## src/rtl/microwave_timer_ctrl.sv

```systemverilog
// Microwave cook-timer sequencer: keypad digit entry, load/clear strobes and
// count gating for the external BCD MM:SS down-counter chain.
module microwave_timer_ctrl #(
  parameter int unsigned             DIGITS      = 4,
  parameter logic [4*DIGITS-1:0]     QUICK_START = 16'h0030,
  parameter int unsigned             DONE_CYCLES = 8
) (
  input  logic                  clock,
  input  logic                  clear,
  input  logic                  key_valid,
  input  logic [3:0]            key_digit,
  input  logic                  start,
  input  logic                  stop_clear,
  input  logic                  door_closed,
  input  logic                  timer_zero,
  output logic [4*DIGITS-1:0]   load_value,
  output logic                  count_loadn,
  output logic                  count_clearn,
  output logic                  count_enable,
  output logic                  magnetron_on,
  output logic                  done,
  output logic [2:0]            state
);

  localparam int unsigned W  = 4 * DIGITS;
  localparam int unsigned CW = (DONE_CYCLES > 1) ? $clog2(DONE_CYCLES) : 1;
  localparam logic [CW-1:0] DONE_LAST = CW'(DONE_CYCLES - 1);

  typedef enum logic [2:0] {
    IDLE    = 3'd0,
    ENTRY   = 3'd1,
    LOAD    = 3'd2,
    RUNNING = 3'd3,
    PAUSED  = 3'd4,
    DONE    = 3'd5
  } state_t;

  state_t          cur, nxt;
  logic [W-1:0]    entry_nxt;
  logic [W-1:0]    entry_shift;
  logic [CW-1:0]   cnt, cnt_nxt;
  logic            clear_req;
  logic            digit_ok;
  logic            loadn_nxt, clearn_nxt, enable_nxt, done_nxt;

  // load_value is the entry register itself; new digit enters at the LSBs
  assign entry_shift = W'({load_value, key_digit});
  assign digit_ok    = key_valid && (key_digit <= 4'd9);
  assign state       = cur;

  always_comb begin
    nxt       = cur;
    entry_nxt = load_value;
    cnt_nxt   = cnt;
    clear_req = 1'b0;
    case (cur)
      IDLE: begin
        if (stop_clear) begin
          clear_req = 1'b1;
        end else if (start && door_closed) begin
          entry_nxt = QUICK_START;
          nxt       = LOAD;
        end else if (digit_ok) begin
          entry_nxt = entry_shift;
          nxt       = ENTRY;
        end
      end
      ENTRY: begin
        if (stop_clear) begin
          entry_nxt = '0;
          nxt       = IDLE;
        end else if (start && door_closed && (load_value != '0)) begin
          nxt = LOAD;
        end else if (digit_ok) begin
          entry_nxt = entry_shift;
        end
      end
      LOAD: nxt = RUNNING;
      RUNNING: begin
        if (stop_clear || !door_closed) begin
          nxt = PAUSED;
        end else if (timer_zero) begin
          nxt     = DONE;
          cnt_nxt = '0;
        end
      end
      PAUSED: begin
        if (stop_clear) begin
          clear_req = 1'b1;
          entry_nxt = '0;
          nxt       = IDLE;
        end else if (start && door_closed) begin
          nxt = RUNNING;
        end
      end
      DONE: begin
        if (stop_clear || (cnt == DONE_LAST)) begin
          entry_nxt = '0;
          nxt       = IDLE;
        end else begin
          cnt_nxt = cnt + 1'b1;
        end
      end
      default: nxt = IDLE;
    endcase

    // Outputs follow the state being entered so they line up with it.
    // A held stop_clear must not stretch the clear strobe past one cycle.
    loadn_nxt  = (nxt != LOAD);
    clearn_nxt = !(clear_req && count_clearn);
    enable_nxt = (nxt == RUNNING);
    done_nxt   = (nxt == DONE);
  end

  always_ff @(posedge clock or posedge clear) begin
    if (clear) begin
      cur          <= IDLE;
      load_value   <= '0;
      cnt          <= '0;
      count_loadn  <= 1'b1;
      count_clearn <= 1'b1;
      count_enable <= 1'b0;
      magnetron_on <= 1'b0;
      done         <= 1'b0;
    end else begin
      cur          <= nxt;
      load_value   <= entry_nxt;
      cnt          <= cnt_nxt;
      count_loadn  <= loadn_nxt;
      count_clearn <= clearn_nxt;
      count_enable <= enable_nxt;
      magnetron_on <= enable_nxt;
      done         <= done_nxt;
    end
  end

endmodule

```

## config.mk

```make
export PLATFORM = sky130hd
export DESIGN_NAME = microwave_timer_ctrl
export DESIGN_NICKNAME = d
export VERILOG_FILES = /design/src/rtl/microwave_timer_ctrl.sv
export SDC_FILE = /design/constraint.sdc
export NUM_CORES = 1
export LEC_CHECK = 0
export BUFFER_PORTS_ARGS = -buffer_cell sky130_fd_sc_hd__buf_2
export CELL_PAD_IN_SITES_DETAIL_PLACEMENT = 1
export CELL_PAD_IN_SITES_GLOBAL_PLACEMENT = 1
export CORE_MARGIN = 5
export CORE_UTILIZATION = 40
export CTS_CLUSTER_SIZE = 16
export DETAILED_ROUTE_END_ITERATION = 12
export GPL_ROUTABILITY_DRIVEN = 0
export PLACE_DENSITY_LB_ADDON = 0.1
export SYNTH_ARGS = -nofsm -noshare
export SYNTH_HDL_FRONTEND = slang
export SYNTH_SLANG_ARGS = --single-unit
```

## constraint.sdc

```tcl
create_clock -name clock -period 2.4 [get_ports clock]
set_input_delay 0.36 -clock clock [delete_from_list [all_inputs] [get_ports clock]]
set_output_delay 0.36 -clock clock [all_outputs]
set_load 0.05 [all_outputs]
```

==> impl_metrics.ini, run 1 <==
[run_status]
status = finished, final reports clean

[timing]
fin_skew_ns = 0.01158
slew_violations = 0
clock.fmax_mhz = 463.1
tns_ns = 0
rsz0062_at_grt = false
slew_headroom_pct = 62.54
fin_ws_ns = 0.2408
setup_viol = 0
hold_violations = 0
post-route-period-util_pct = 89.97
period_needed_ns = 2.159
tightest_slew_ns = 0.5596

[logic_synthesis]
synth_edf_count = 0
synth_top_family_by_area = compound AO/OA/AOI/OAI gates
syn_inst = 112
synth_warnings = 0
seq_area_frac_synth_pct = 48.88
ys_types = 45
synth-seq-cells = 26
synth-simple-area-share_pct = 13.30
synth_adder_area_share_pct = 1.873
synth_mux_area_share_pct = 2.434
avgSynthCellArea_um2 = 11.93
synth_area_mm2 = 0.001336
synth_compound_area_share_pct = 27.62
async_reset_ff_share_pct = 100.0
ys.flop_type = dfrtp_1
synth_nets = 125
synthXorXnorAreaFrac_pct = 0

[min_path]
min_path_type = in -> async

[worst_setup_path]
cp_slowest_cell = a221o_1
cp_common_cell = ha_1
required_ns = 2.63
crit_arrival_ns = 2.39
cp-end-kind = flop
worstPathMaxFanout = 13
cp_cell_sequence = ha_1 -> ha_1 -> a21oi_1 -> a211o_1 -> a221o_1 -> a22o_2
critPathMaxStageDelay_ns = 0.49
critPathKind = reg -> reg
crit_path_start_kind = flop

[placed_design]
hpwl_um = 2610
place_inst = 189
portBuffers = 34
pre_cts_ws_ns = 0.2338

[clocking]
cts_root_buf = clkbuf_4
cts_buffers = 3
cts.path.max_buffers = 2
cts_sinks = 26
hold_buffers = 0
cts_tree = built
cts.clk_slew.worst_paths_ns = 0.16
cts_resized = 0
clk_latency_ns = 0.33
post_cts_buffers = 0
htree_levels = 1

[die]
dieArea_mm2 = 0.004597
start_util_pct = 40.69
ios = 35
core-area_mm2 = 0.003284
rows = 21
die_w_um = 67.80
die_y_um = 67.80

[global_route]
grt_pass1_vias = 1168
grt_overflow = 0
grt_usage_pct = 16.35
grt_max_degree = 27
grt_pass1_wl_um = 5602
antenna_found_initial = 0

[routing]
ant_nets = 0
firstDrtPassIters = 4
wl_per_cell_um = 18.15
dr_total_vias = 1089
drtIter0Drc = 104
viasPerCell = 5.642
drc = 0
wirelength_um = 3502

[run]
cap_violations = 0

[power]
seqPwrFrac_pct = 33.4
p_sw_uw = 1091
swShare_pct = 50.18
clkPwrFrac_pct = 14.3
combPwrFrac_pct = 52.3
leakagePower_uw = 0.0007907
irDropWorstVdd_mv = 0.5128
p_per_area_mw_per_mm2 = 1370
intPower_uw = 1083

[layout]
layout.nets = 161
layout_commonest_cell = buf_2
area_growth_pct = 18.73
instances_no_fill = 193
fill_cells = 386
num_antenna_cells = 0
final_util_pct = 48.30
final_cell_mix = buf_2, dfrtp_1, a22o_1
drive_above_1_share_pct = 38.78
cells by family (layout without fill, tap and decap cells):
family,after synthesis,count (layout)
AOI/OAI and AO/OA,42,42
adders and majority gates,2,2
buffers and inverters,12,47
DFF,26,26
muxes,3,3
and+or+nand+nor,27,27
through the flow:
step	total power, µW	cell area (µm²)	hold slack (ns)
3_3_place_gp	1858	1534	0.4307
5_1_grt	2289	1587	0.1053
2_1_floorplan	1623	1336	0.3985
3_5_place_dp	1877	1534	0.4399
4_1_cts	2192	1587	0.06101
6_report	2174	1587	0.04999
sequential cells by signal, indices dropped and copies added (netlist names):
signal,count
cnt,3
load_value,16
done,1
count_loadn,1
count_clearn,1
magnetron_on,1
state,3
cells in the mapped netlist (2+ instances only):
master	instances	share of area, %
a21oi_1	5	1.9
a211o_1	3	2.0
o21ai_0	2	0.75
buf_6	3	2.5
dfrtp_1	24	45
a22o_2	3	2.2
a21o_1	2	1.1
a22o_1	10	6.6
nor4_1	4	1.9
o32ai_1	2	1.3
nand2_1	3	0.84
inv_1	5	1.4
mux2_2	2	1.7
and3_1	3	1.4
o32a_1	2	1.5
a221oi_1	2	1.3
dfstp_2	2	3.9
nor2b_1	2	0.94
nor2_1	4	1.1
buf_4	3	1.7
ha_1	2	1.9
cell type report:
cell class	instances	area (µm²)	area share (%)
inverter	5	18.77	1.183
clock inverter	1	30.03	1.893
timing repair buffer	38	200.2	12.62
sequential	26	653.1	41.17
tap	46	57.56	3.628
multi-input combinational	74	604.3	38.09
clock buffer	3	22.52	1.420
path summary, 6_finish.rpt:
path,from,to,slack (ns),cells after the start
min reg2reg,count_clearn,count_clearn,0.50,1
max reg2reg,cnt[0],load_value[0],0.24,6
max,cnt[0],load_value[0],0.24,6
min in group clock,key_digit[2],load_value[2],0.25,2
min,clear,state[0],0.05,3
max in group asynchronous,clear,count_clearn,2.04,3
critical path: cells and delay by family, from the launching register on:
kind | cells | cell delay, ns
fa+ha+maj | 2 | 0.37
flops | 1 | 0.40
compound gates | 4 | 1.29
power groups by stage:
stage / clock network [µW] / registers [µW] / logic [µW]
after global routing: 335 / 748 / 1210
after global placement: 0 / 727 / 1130
after CTS: 318 / 728 / 1150
final: 311 / 727 / 1140
after detailed placement: 0 / 736 / 1140
after floorplan: 0 / 1090 / 529
metal layers:
layer,wire [µm],global-route usage [%]
met5,0,0
met4,79,6.700
met3,129,2.995
met2,1696,26.61
met1,1597,21.28
Note: power is estimated with default switching activity, not from simulation.
==> run 2: changes to the inputs <==
--- a/config.mk
+++ b/config.mk
@@ -8,8 +8,8 @@
 export BUFFER_PORTS_ARGS = -buffer_cell sky130_fd_sc_hd__buf_2
 export CELL_PAD_IN_SITES_DETAIL_PLACEMENT = 1
 export CELL_PAD_IN_SITES_GLOBAL_PLACEMENT = 1
-export CORE_MARGIN = 5
-export CORE_UTILIZATION = 40
+export CORE_MARGIN = 1.5
+export CORE_UTILIZATION = 36
 export CTS_CLUSTER_SIZE = 16
 export DETAILED_ROUTE_END_ITERATION = 12
 export GPL_ROUTABILITY_DRIVEN = 0
@@ -17,3 +17,4 @@
 export SYNTH_ARGS = -nofsm -noshare
 export SYNTH_HDL_FRONTEND = slang
 export SYNTH_SLANG_ARGS = --single-unit
+export TNS_END_PERCENT = 50
==> constraint.sdc (replaced) <==
create_clock -name clock -period 1.92 [get_ports clock]
set_input_delay 0.288 -clock clock [delete_from_list [all_inputs] [get_ports clock]]
set_output_delay 0.288 -clock clock [all_outputs]
set_load 0.05 [all_outputs]
==> run 2 against run 1 <==
Effect of this change: critical path depth is 2 lower; sequential share of layout area is 4.6 points lower; design area is 16% higher; hold slack better by 0.0034 ns; critical endpoint is now load_value[13]; non-clock buffer count is 17 higher; the flow now finishes with violations (setup timing).
==> impl_metrics.ini, run 2 (synthesis results as in run 1) <==
[run_status]
status = complete, but fails checks
violations = setup timing

[global_route]
antenna_found_initial = 0
grt_overflow = 0
grt_pass1_wl_um = 6527
grt_pass1_vias = 1216
grt_usage_pct = 20.50
grt_max_degree = 27

[power]
p_per_area_mw_per_mm2 = 1693
finalPower_uw = 3113
irDropWorstVdd_mv = 0.9520
leakagePower_uw = 0.0008813

[worst_setup_path]
critPathKind = reg -> reg
regToRegStartpoint = load_value[9]
crit_path_start_kind = flop
r2r_end = load_value[13]
rrSetupSlack_ns = -0.01
required_ns = 2.09
cp-end-kind = flop
worstPathMaxFanout = 7
critPathLaunch = load_value[9]
r2r_cells = 4
crit_arrival_ns = 2.10

[layout]
layout_commonest_cell = buf_2
final_util_pct = 53.44
regMostFlops = load_value
final_cell_mix = buf_2, buf_4, dfrtp_2
area_growth_pct = 37.64
drive_above_1_share_pct = 58.79
largest_reg_flops = 16
layout.nets = 179
fill_cells = 388
instances_no_fill = 211
num_antenna_cells = 0

[min_path]
min_path_type = in -> async

[clocking]
clk_latency_ns = 0.27
cts.clk_slew.worst_paths_ns = 0.09
htree_levels = 1
post_cts_buffers = 0
cts_sinks = 26
cts_tree = built
cts_buffers = 3
cts.path.max_buffers = 2
cts_root_buf = clkbuf_8

[placed_design]
portBuffers = 34
pre_cts_ws_ns = -0.07920
hpwl_um = 2622
place_inst = 206

[timing]
hold_violations = 0
period_needed_ns = 1.932
clock.fmax_mhz = 517.7
slew_violations = 0
holdWs_ns = 0.05341
slew_headroom_pct = 62.05
fin_ws_ns = -0.01164
tightest_slew_ns = 0.5649
post-route-period-util_pct = 100.6
fin_skew_ns = 0.002738
rsz0062_at_grt = true
setup_viol = 3

[die]
dieArea_mm2 = 0.004086
start_util_pct = 38.82
core-area_mm2 = 0.003442
die_w_um = 63.93
die_y_um = 63.93
ios = 35
rows = 21

[run]
cap_violations = 0

[routing]
dr_total_vias = 1185
drc = 0
viasPerCell = 5.616
ant_nets = 0
wl_per_cell_um = 19.57
firstDrtPassIters = 4
wirelength_um = 4129
drtIter0Drc = 77
## run 2: cell count changes in the layout (fill, tap and decap cells not counted), moves of 2 or more
cell and delta:
clkbuf_8 +4, clkbuf_4 -3, nor4_4 +4, dfrtp_1 -15, nor4_1 -4, dfrtp_2 +15
buf_4 +15, buf_6 +2
## run 2: layout make-up
cell class	count	area, µm²	share of cell area (%)
Timing Repair Buffer	55	335.3	18.23
Sequential cell	26	671.9	36.53
Inverter	5	18.77	1.020
Multi-Input combinational cell	75	700.7	38.10
Tap cell	46	57.56	3.129
Clock buffer	4	55.05	2.993
## run 2: worst max path at each step
stage | slack (ns) | cells past startpoint | end
final | -0.01 | 4 | load_value[13]
after global routing | -0.08 | 5 | load_value[7]
after CTS | 0.002 | 5 | load_value[3]
after detailed placement | -0.08 | 6 | load_value[14]
after global placement | -0.006 | 4 | load_value[14]
after floorplan | 0.005 | 5 | load_value[1]
## run 2: power breakdown
| group | internal [µW] | switching, µW |
|---|---|---|
| sequential | 734 | 212 |
| clock | 184 | 176 |
| combinational | 639 | 1170 |
| total | 1560 | 1560 |
## run 2: metal layers
| layer | GRT usage [%] | vias to the layer above | wire, µm |
|---|---|---|---|
| met1 | 28.31 | 599 | 1835 |
| met4 | 4.891 | 0 | 21 |
| li1 | - | 551 | - |
| met3 | 2.113 | 2 | 149 |
| met2 | 34.51 | 33 | 2122 |
| met5 | 0 | - | 0 |
## run 2: critical path, cell delays in order, from the launching register on
cell and delay (ns):
dfrtp_2 0.43, nor4_4 0.40, a41oi_4 0.24, a221o_2 0.50, a22o_2 0.24
## run 2: what timing repair did
item / 4_1_cts / 5_1_grt
setup endpoints to repair: 13 / 18
gates resized for setup: 4 / 8
pin swaps: 2 / 1
hold buffers: 0 / 0
gates cloned: 1 / 0
## run 2: per-stage QoR
step	instance area, µm²	setup TNS (ns)
2_1_floorplan	1380	0
3_3_place_gp	1705	-0.01657
3_5_place_dp	1705	-0.6335
4_1_cts	1793	0
5_1_grt	1839	-0.8786
6_report	1839	-0.01893
==> run 3: changes to the inputs <==
--- a/config.mk
+++ b/config.mk
@@ -5,11 +5,13 @@
 export SDC_FILE = /design/constraint.sdc
 export NUM_CORES = 1
 export LEC_CHECK = 0
+export ABC_AREA = 1
 export BUFFER_PORTS_ARGS = -buffer_cell sky130_fd_sc_hd__buf_2
 export CELL_PAD_IN_SITES_DETAIL_PLACEMENT = 1
 export CELL_PAD_IN_SITES_GLOBAL_PLACEMENT = 1
 export CORE_MARGIN = 1.5
-export CORE_UTILIZATION = 36
+export CORE_UTILIZATION = 34
+export CTS_CLUSTER_DIAMETER = 60
 export CTS_CLUSTER_SIZE = 16
 export DETAILED_ROUTE_END_ITERATION = 12
 export GPL_ROUTABILITY_DRIVEN = 0
==> run 3 against run 2 <==
Effect of this change: the run now ends clean; clock skew grew 0.0018 ns; cell count grew 79%; design area grew 14%; first-iteration DRC count grew 52%; synthesized cell count grew 140%; utilization shrank 12 points; via count grew 56%; die area grew 39%; critical path type unchanged; fmax grew 13%; critical path depth grew 6; global-route usage grew 0.36 points; setup slack gained 0.22 ns.
==> impl_metrics.ini, run 3 <==
[die]
dieArea_mm2 = 0.005664
start_util_pct = 34.99
core-area_mm2 = 0.005075
die_w_um = 75.26
rows = 26
die_y_um = 75.26
ios = 35

[clocking]
htree_levels = 1
hold_buffers = 0
cts_buffers = 3
cts_resized = 0
cts.path.max_buffers = 2
post_cts_buffers = 0
clk_latency_ns = 0.27
cts_sinks = 26
cts_tree = built
cts.clk_slew.worst_paths_ns = 0.09
cts_root_buf = clkbuf_8

[timing]
rsz0062_at_grt = false
slew_headroom_pct = 74.58
setup_viol = 0
slew_violations = 0
tightest_slew_ns = 0.3783
clock.fmax_mhz = 584.4
post-route-period-util_pct = 89.12
hold_violations = 0
tns_ns = 0
fin_skew_ns = 0.004548
period_needed_ns = 1.711

[global_route]
grt_usage_pct = 20.85
grt_pass1_wl_um = 8970
grt_overflow = 0
grt_pass1_vias = 1815
antenna_found_initial = 0
grt_max_degree = 27

[worst_setup_path]
crit_arrival_ns = 1.88
regToRegStartpoint = cnt[0]
critPathLaunch = cnt[0]
path_depth = 10
cp_cell_sequence = ha_1 -> ha_1 -> nor2_1 -> nand2_2 -> nand2_1 -> nor2_2 -> nand2_4 -> inv_4 -> nand2_1 -> nand2_1
worstPathMaxFanout = 17
required_ns = 2.09
critPathMaxStageDelay_ns = 0.40
critPathBufInv = 1
crit_path_start_kind = flop
cp-end-kind = flop
crit_family = simple AND/OR/NAND/NOR gates
cp_slowest_cell = dfrtp_1
critPathKind = reg -> reg
endpoint = load_value[4]
cp_common_cell = nand2_1
rrSetupSlack_ns = 0.21
r2r_cells = 10
r2r_end = load_value[4]

[routing]
drc = 0
drtIter0Drc = 117
firstDrtPassIters = 4
dr_total_vias = 1845
wirelength_um = 5382
ant_nets = 0
viasPerCell = 4.881
wl_per_cell_um = 14.24

[layout]
area_growth_pct = 18.11
design_area_mm2 = 0.002097
instances_no_fill = 378
drive_above_1_share_pct = 20.78
regMostFlops = load_value
num_antenna_cells = 0
final_cell_mix = nand2_1, buf_2, inv_1
layout.nets = 322
layout_commonest_cell = nand2_1
largest_reg_flops = 16

[power]
irDropWorstVdd_mv = 0.7075
leakagePower_uw = 0.001228
p_per_area_mw_per_mm2 = 1730

[logic_synthesis]
synth_nets = 283
syn_inst = 270
synth_area_mm2 = 0.001775
synth_edf_count = 0
avgSynthCellArea_um2 = 6.576
synth-seq-cells = 26
async_reset_ff_share_pct = 100.0
seq_area_frac_synth_pct = 36.79
synth.most_common_cell = nand2_1
synth_largest_area_cell = dfrtp_1
ys.flop_type = dfrtp_1
synth_area_leaders = dfrtp_1, nand2_1, nand3_1
ys_types = 25
synth_warnings = 0
yosysTopAreaCellShare_pct = 33.83
synthTopCellsByCount = nand2_1, inv_1, nand3_1, dfrtp_1, nand4_1

[placed_design]
hpwl_um = 3875
portBuffers = 34
place_inst = 374
placed_cell_area_mm2 = 0.002052

[run_status]
status = finished, final reports clean

[min_path]
min_path_type = in -> async

[run]
cap_violations = 0
-- run 3: worst min-delay path by stage --
stage,startpoint,to,slack (ns),depth (start not counted)
CTS,clear,cnt[1],0.06,3
global placement,clear,cnt[0],0.37,3
floorplan,clear,cnt[0],0.33,1
finish,clear,cnt[0],0.06,3
global route,clear,cnt[1],0.11,3
detailed placement,clear,cnt[1],0.37,3
-- run 3: cell families after synthesis --
logic type | count (synthesis) | share of synthesized area, %
AO/OA/AOI/OAI | 11 | 3.806
adder cells (fa/ha/maj) | 2 | 1.409
buffers and inverters | 46 | 10.92
flip-flops | 26 | 36.79
AND/OR/NAND/NOR | 185 | 47.08
-- run 3: stage by stage --
step / hold slack [ns] / worst slack, ns / total power, µW / utilization (%)
2_1_floorplan: 0.3265 / 0.1621 / 2766 / -
3_3_place_gp: 0.3683 / 0.2706 / 3289 / 40.43
3_5_place_dp: 0.3704 / 0.2107 / 3330 / 40.43
4_1_cts: 0.05834 / 0.1899 / 3676 / 41.32
5_1_grt: 0.1052 / 0.05582 / 3963 / 41.32
6_report: 0.05818 / 0.2089 / 3628 / 41.32
-- run 3: report_power, final --
group          leakage [µW]  switching [µW]  internal (µW)
Sequential         0.000335             222            772
Combinational      0.000870            1700            609
Clock             0.0000228             176            149
-- run 3: layer usage --
metal,vias up,global-route usage [%],share of wire [%]
met5,-,0,0
met4,0,3.770,0.65
met3,2,3.347,2.7
met2,30,33.73,46
met1,872,29.81,50
li1,941,-,-
-- run 3: worst reg2reg max path: cells and delay by family, from the launching register on --
family                   cells  cell delay [ns]
AND/OR/NAND/NOR              7             0.71
flip-flops                   1             0.40
adder cells (fa/ha/maj)      2             0.37
buffers and inverters        1             0.14
-- run 3: cell type report --
cell class	instances	area [µm²]
clock buffers	4	45.04
fillers	691	2978
inverters	36	137.6
multi-input cells	198	928.4
flip-flops and latches	26	653.1
well taps	70	87.58
repair buffers	44	245.2
